**src/rtl/ahb_lite_cmd_master.sv**
```systemverilog
// ---------------------------------------------------------------------------
// ahb_lite_cmd_master
//
// AHB-Lite initiator. Turns single-word read/write commands from a local
// valid/ready port into AHB-Lite NONSEQ word transfers and returns exactly one
// response per command. Only one transfer is in flight at a time. A data phase
// that keeps HREADY low for TIMEOUT cycles is aborted and reported as an error.
//
// Parameters
//   TIMEOUT    max HREADY-low data-phase cycles before abort; 0 = never abort
//
// Ports
//   HCLK       in   bus clock, all logic on the rising edge
//   HRESET     in   synchronous, active-high reset
//   cmd_valid  in   command present
//   cmd_ready  out  command accepted on this edge when cmd_valid is high
//   cmd_write  in   1 = write, 0 = read
//   cmd_addr   in   byte address, bits [1:0] ignored
//   cmd_wdata  in   write data
//   rsp_valid  out  one-cycle response pulse
//   rsp_rdata  out  read data, 0 for writes and errors
//   rsp_err    out  bus ERROR or timeout
//   rsp_tout   out  the error was a timeout
//   HADDR      out  bus address (word aligned)
//   HTRANS     out  IDLE (00) or NONSEQ (10)
//   HWRITE     out  bus direction
//   HSIZE      out  always word (010)
//   HWDATA     out  write data, held for the whole data phase
//   HRDATA     in   read data from the slave mux
//   HREADY     in   transfer complete / bus ready
//   HRESP      in   1 = ERROR
// ---------------------------------------------------------------------------
module ahb_lite_cmd_master #(
  parameter logic [15:0] TIMEOUT = 16'd1024
) (
  input  logic        HCLK,
  input  logic        HRESET,
  input  logic        cmd_valid,
  output logic        cmd_ready,
  input  logic        cmd_write,
  input  logic [31:0] cmd_addr,
  input  logic [31:0] cmd_wdata,
  output logic        rsp_valid,
  output logic [31:0] rsp_rdata,
  output logic        rsp_err,
  output logic        rsp_tout,
  output logic [31:0] HADDR,
  output logic [1:0]  HTRANS,
  output logic        HWRITE,
  output logic [2:0]  HSIZE,
  output logic [31:0] HWDATA,
  input  logic [31:0] HRDATA,
  input  logic        HREADY,
  input  logic        HRESP
);

  localparam logic [1:0] ST_IDLE = 2'd0;
  localparam logic [1:0] ST_ADDR = 2'd1;
  localparam logic [1:0] ST_DATA = 2'd2;

  localparam logic [1:0] TRANS_IDLE   = 2'b00;
  localparam logic [1:0] TRANS_NONSEQ = 2'b10;

  logic [1:0]  state;
  logic [31:0] wdata_q;
  logic [15:0] wait_cnt;
  logic [15:0] wait_nxt;
  logic        timeout_hit;

  // The response cycle is already IDLE, so a new command can be taken while
  // rsp_valid is high; this gives one command every three cycles.
  assign cmd_ready = (state == ST_IDLE);
  assign HSIZE     = 3'b010;

  // Count the current HREADY-low edge before comparing, so the abort fires on
  // the edge where the TIMEOUT-th wait state is seen.
  assign wait_nxt    = wait_cnt + 16'd1;
  assign timeout_hit = (TIMEOUT != 16'd0) && (wait_nxt == TIMEOUT);

  // NOTE: sequential state uses non-blocking assignments only, so every
  // register samples pre-edge values regardless of statement order.
  always_ff @(posedge HCLK) begin
    // NOTE: every register, including the command holding register, is reset
    // so a transfer in flight is dropped cleanly with no stale response.
    if (HRESET) begin
      state     <= ST_IDLE;
      wdata_q   <= '0;
      wait_cnt  <= '0;
      HADDR     <= '0;
      HTRANS    <= TRANS_IDLE;
      HWRITE    <= 1'b0;
      HWDATA    <= '0;
      rsp_valid <= 1'b0;
      rsp_rdata <= '0;
      rsp_err   <= 1'b0;
      rsp_tout  <= 1'b0;
    end else begin
      rsp_valid <= 1'b0;
      case (state)
        ST_IDLE: begin
          if (cmd_valid) begin
            // Masking keeps all address bits in use while forcing alignment.
            HADDR    <= cmd_addr & 32'hFFFF_FFFC;
            HWRITE   <= cmd_write;
            wdata_q  <= cmd_wdata;
            HTRANS   <= TRANS_NONSEQ;
            wait_cnt <= '0;
            state    <= ST_ADDR;
          end
        end
        ST_ADDR: begin
          // Address-phase signals simply hold while the bus stalls.
          if (HREADY) begin
            HTRANS <= TRANS_IDLE;
            HWDATA <= wdata_q;
            state  <= ST_DATA;
          end
        end
        ST_DATA: begin
          if (HREADY) begin
            rsp_valid <= 1'b1;
            rsp_err   <= HRESP;
            rsp_tout  <= 1'b0;
            rsp_rdata <= (!HWRITE && !HRESP) ? HRDATA : 32'd0;
            state     <= ST_IDLE;
          end else begin
            // The first cycle of a two-cycle ERROR lands here as a plain wait.
            if (wait_cnt != 16'hFFFF) wait_cnt <= wait_nxt;
            if (timeout_hit) begin
              rsp_valid <= 1'b1;
              rsp_err   <= 1'b1;
              rsp_tout  <= 1'b1;
              rsp_rdata <= '0;
              state     <= ST_IDLE;
            end
          end
        end
        default: state <= ST_IDLE;
      endcase
    end
  end

endmodule
```
**config.mk**
```make
export PLATFORM = sky130hd
export DESIGN_NAME = ahb_lite_cmd_master
export DESIGN_NICKNAME = d
export VERILOG_FILES = /design/src/rtl/ahb_lite_cmd_master.sv
export SDC_FILE = /design/constraint.sdc
export NUM_CORES = 1
export LEC_CHECK = 0
export CAP_MARGIN = 25
export CORE_ASPECT_RATIO = 1.2
export CORE_MARGIN = 4
export CORE_UTILIZATION = 45
export DETAILED_ROUTE_END_ITERATION = 12
export GPL_TIMING_DRIVEN = 0
export PLACE_DENSITY = 0.82
export SLEW_MARGIN = 20
export SYNTH_ARGS = -nofsm -noshare
export SYNTH_HDL_FRONTEND = slang
export SYNTH_SLANG_ARGS = --single-unit
```
**constraint.sdc**
```tcl
create_clock -name HCLK -period 2.85 [get_ports HCLK]
set_clock_uncertainty 0.15 [all_clocks]
set_input_delay 0.57 -clock HCLK [delete_from_list [all_inputs] [get_ports HCLK]]
set_output_delay 0.57 -clock HCLK [all_outputs]
set_load 0.005 [all_outputs]
```
==> results.md <==
| Stage | Metric | Reported |
| --- | --- | --- |
| finish | Most used cells in the layout excluding fill and tap cells | nand2_1 (201), clkdlybuf4s50_1 (198), dfxtp_1 (147) |
| hold path | Worst min-delay path class | reg2reg |
| route | Number of remaining DRC errors | 0 |
| placement | Port buffer count | 198 |
| die | Die boundary height | 135 um |
| global route | Pin count of the biggest net entering global routing | 17 |
| setup path | Classification of the worst setup path | reg2reg |
| finish | Proportion of layout cells with a drive suffix above 1 | 7.05% |
| route | DRC violation total after the first TritonRoute iteration | 271 |
| timing | Ratio of final minimum period to clock period | 96.0% |
| yosys | Flip-flop and latch count after synthesis | 149 |
| placement | Minimum setup slack after placement | -199 ps |
| route | Detailed Routing Iterations Pass 1 | 4 |
| die | Starting Density | 46.8% |
| global route | Wire length of the first global-routing pass | 26700 um |
| global route | Grt total ovfl | 0 |
| finish | Commonest non-fill, non-tap cell in the layout | nand2_1 |
| finish | Fillers | 1060 |
| power and ir drop | Part of the power in the clock network | 45.7% |
| clock tree | Clk buf depth | 2 |
| power and ir drop | Cell-internal power | 0.00386 W |
| timing | Number of hold violations in the final report | 0 |
| power and ir drop | Logic gate share of total power | 10.2% |
| power and ir drop | Leakage dissipation | 3.48 nW |
| power and ir drop | Switching power summed over all nets | 0.00114 W |
| clock tree | TritonCTS clock tree | done |
| clock tree | Total clock sinks | 149 |
| yosys | Syn Area/Cell | 8.41 um^2 |
| setup path | Library cell appearing most often on the critical path | buf_4 |
| power and ir drop | Sequential group share of total power | 44.0% |
| yosys | Number of enable-type register cells in the synthesized netlist | 0 |
| die | Ports placed on the boundary | 208 |
| route | Mean number of vias per cell | 5.16 |
| route | Wirelength per Cell | 15.1 um |
| setup path | Delay of the slowest cell on the worst path | 420 ps |
| finish | Combined flip-flop and latch cell area | 2990 um^2 |
| timing | Worst slew slack as a fraction of its limit | 44.3% |
| route | WL final | 16900 um |
| global route | Number of antenna violations at the first check in global routing | 0 |
| finish | Number of nets in the final layout | 1042 |
| clock tree | Total CTS buffers | 17 |
| timing | Highest clock frequency the design can meet | 366 MHz |
| global route | GRT Total Usage | 21.8% |
| yosys | Synth async-reset ratio | 0% |
| finish | Synth-to-layout area growth | 47.6% |
| clock tree | Level count of the clock H-tree | 4 |
| die | Die X-Extent | 113 um |
| timing | Final sum of negative setup slack | 0 ps |
| die | Area of the core region | 12800 um^2 |
| setup path | Critical path launch point type | flip-flop |
| placement | Routability congestion estimate | 0.886 |
| setup path | Data required time of the worst path | 3010 ps |
| finish | Utilization after layout | 69.1% |
| yosys | Cell area after synthesis | 6010 um^2 |
| timing | Final critical-path setup slack | 115 ps |
| setup path | Data arrival time at the worst-slack endpoint | 2890 ps |
| route | Remaining number of nets flagged by the antenna check after routing | 0 |
| yosys | Most used flip-flop cell after synthesis | dfxtp_1 |
| setup path | Kind of end point of the critical path | flip-flop |
| job | Max-cap violation count | 0 |
| clock tree | Clk_lat worst skew | 420 ps |
| global route | Via count of the first global-routing pass | 5382 |
| yosys | Seq/Total Area, Yosys | 49.7% |
| timing | Final-report max-slew violation count | 0 |
| timing | Least-Margin Pin Slew | 827 ps |
| clock tree | Root Driver | clkbuf_16 |
| power and ir drop | Power density over the cells | 563 nW/um^2 |
| timing | Post-layout min period | 2740 ps |
| timing | Total of endpoints with negative setup slack in the final report | 0 |
| yosys | Cell variety after synth | 54 |
| power and ir drop | Peak ir drop on the vdd network | 0.352 mV |
| power and ir drop | Switching fraction of total power | 22.7% |
| yosys | Warnings from Yosys | 0 |
| clock tree | Hold-fix buffer count after cts | 0 |
| placement | Post-detail-place hpwl | 12100 um |
| route | Via count | 5748 |
| yosys | Post-synthesis cell count | 714 |
| finish | Antenna diode instance count | 0 |
| finish | Area used by multi-input combinational logic | 2750 um^2 |
| setup path | CP cell instances | ha_1 -> buf_4 -> nand3_4 -> nor4_4 -> mux2_2 -> o21ai_4 -> a211oi_4 -> buf_4 -> buf_6 -> a21o_1 |
| clock tree | Clock slew at the register clock pins of the worst setup and hold paths | 60 ps |
| die | Std-Cell Rows | 45 |
| setup path | Top fanout value on the critical path | 10 |
| die | Area of the die | 15300 um^2 |
| status | Result of the run | finished clean |
| setup path | Cell at the slowest stage of the critical path | dfxtp_2 |
==> state kept, by name (all words and copies together) (netlist names) <==
signal     cells
wait_cnt      16
rsp_err        1
HTRANS         1
wdata_q       32
state          2
rsp_valid      1
HADDR         30
rsp_tout       1
HWDATA        32
rsp_rdata     32
HWRITE         1
==> metrics by stage <==
step / instance area [um^2] / power, W / instances / hold WS, ps
floorplan: 6020 / 0.00245 / 718 / 282
global placement: 8210 / 0.00275 / 1080 / 286
detailed placement: 8210 / 0.00276 / 1080 / 295
CTS: 8820 / 0.00503 / 1112 / 301
global route: 8870 / 0.00519 / 1115 / 314
finish: 8870 / 0.00499 / 1115 / 296
==> what timing repair did <==
action | in CTS | in global routing
pin swaps | 2 | 3
buffers inserted | 0 | 3
gates resized for setup | 1 | 5
endpoints found under the hold margin | 0 | 0
endpoints found under the setup margin | 36 | 41
==> synthesized netlist by cell type, drive strengths merged, types with 2 or more instances <==
cell      n  area (um^2)
a31oi     6         43.8
ha        2         25.0
or3       4         25.0
a22o     32          280
and3      2         12.5
clkbuf   44          165
nand3     6         30.0
nand4     7         58.8
nand3b    4         30.0
nand2   201          754
dfxtp   149         2980
a211oi    7         65.1
nand2b    3         18.8
nor4      3         48.8
or4       2         15.0
nor2     16         60.1
and2      3         18.8
a21oi   116          581
o21ai    13         72.6
and4      4         35.0
conb      2         7.51
a21o     33          248
inv       4         15.0
nor2b     2         12.5
nor3      5         25.0
xnor2     4         35.0
nand4b    3         26.3
mux2i     2         20.0
buf      19          131
==> final timing paths <==
path / end / slack (ps) / depth (start not counted) / start
worst max register to register: rsp_rdata[13]$_SDFFE_PP0P_ / 110 / 10 / wait_cnt[1]$_SDFFE_PP0P_
worst min register to register: HWDATA[13]$_SDFFE_PP0P_ / 300 / 2 / wdata_q[13]$_SDFFE_PP0P_
worst max-delay path: rsp_rdata[13]$_SDFFE_PP0P_ / 110 / 10 / wait_cnt[1]$_SDFFE_PP0P_
worst min-delay path: HWDATA[13]$_SDFFE_PP0P_ / 300 / 2 / wdata_q[13]$_SDFFE_PP0P_
==> layer usage <==
layer,vias up,GRT usage (%),wire length [um]
met4,0,8.28,274
met3,24,7.04,1220
met1,2650,25.6,6970
li1,2895,-,-
met2,179,37.0,8410
met5,-,0,0
==> critical path, delay by kind of cell (launching register included) <==
family / cells / cell delay, ps
buffers and inverters: 3 / 500
AOI/OAI and AO/OA: 3 / 450
DFF: 1 / 420
and+or+nand+nor: 2 / 520
adders and majority gates: 1 / 170
muxes: 1 / 410
==> layout make-up <==
type                            count  share of cell area, %
Inverter                            4                  0.169
Clock inverter                     11                   1.69
Clock buffer                       21                   5.19
Timing Repair Buffer              201                   22.6
Tap cell                          164                   2.31
Buffer                             63                   3.34
Multi-Input combinational cell    502                   31.0
Sequential cell                   149                   33.7
==> power by group through the flow <==
stage,combinational (W),sequential (W),clock (W)
floorplan,0.000210,0.00224,0
global placement,0.000508,0.00224,0
detailed placement,0.000511,0.00224,0
CTS,0.000515,0.00220,0.00232
global route,0.000561,0.00221,0.00242
finish,0.000512,0.00220,0.00228
==> kinds of logic after synthesis <==
group | Yosys count | share of synthesized area [%]
AO/OA/AOI/OAI | 218 | 23.5
XOR/XNOR | 4 | 0.583
adder cells (fa/ha/maj) | 2 | 0.417
buffers and inverters | 67 | 5.19
flip-flops | 149 | 49.7
multiplexers | 3 | 0.521
other | 2 | 0.125
AND/OR/NAND/NOR | 269 | 20.0
(Power assumes the default switching activity.)
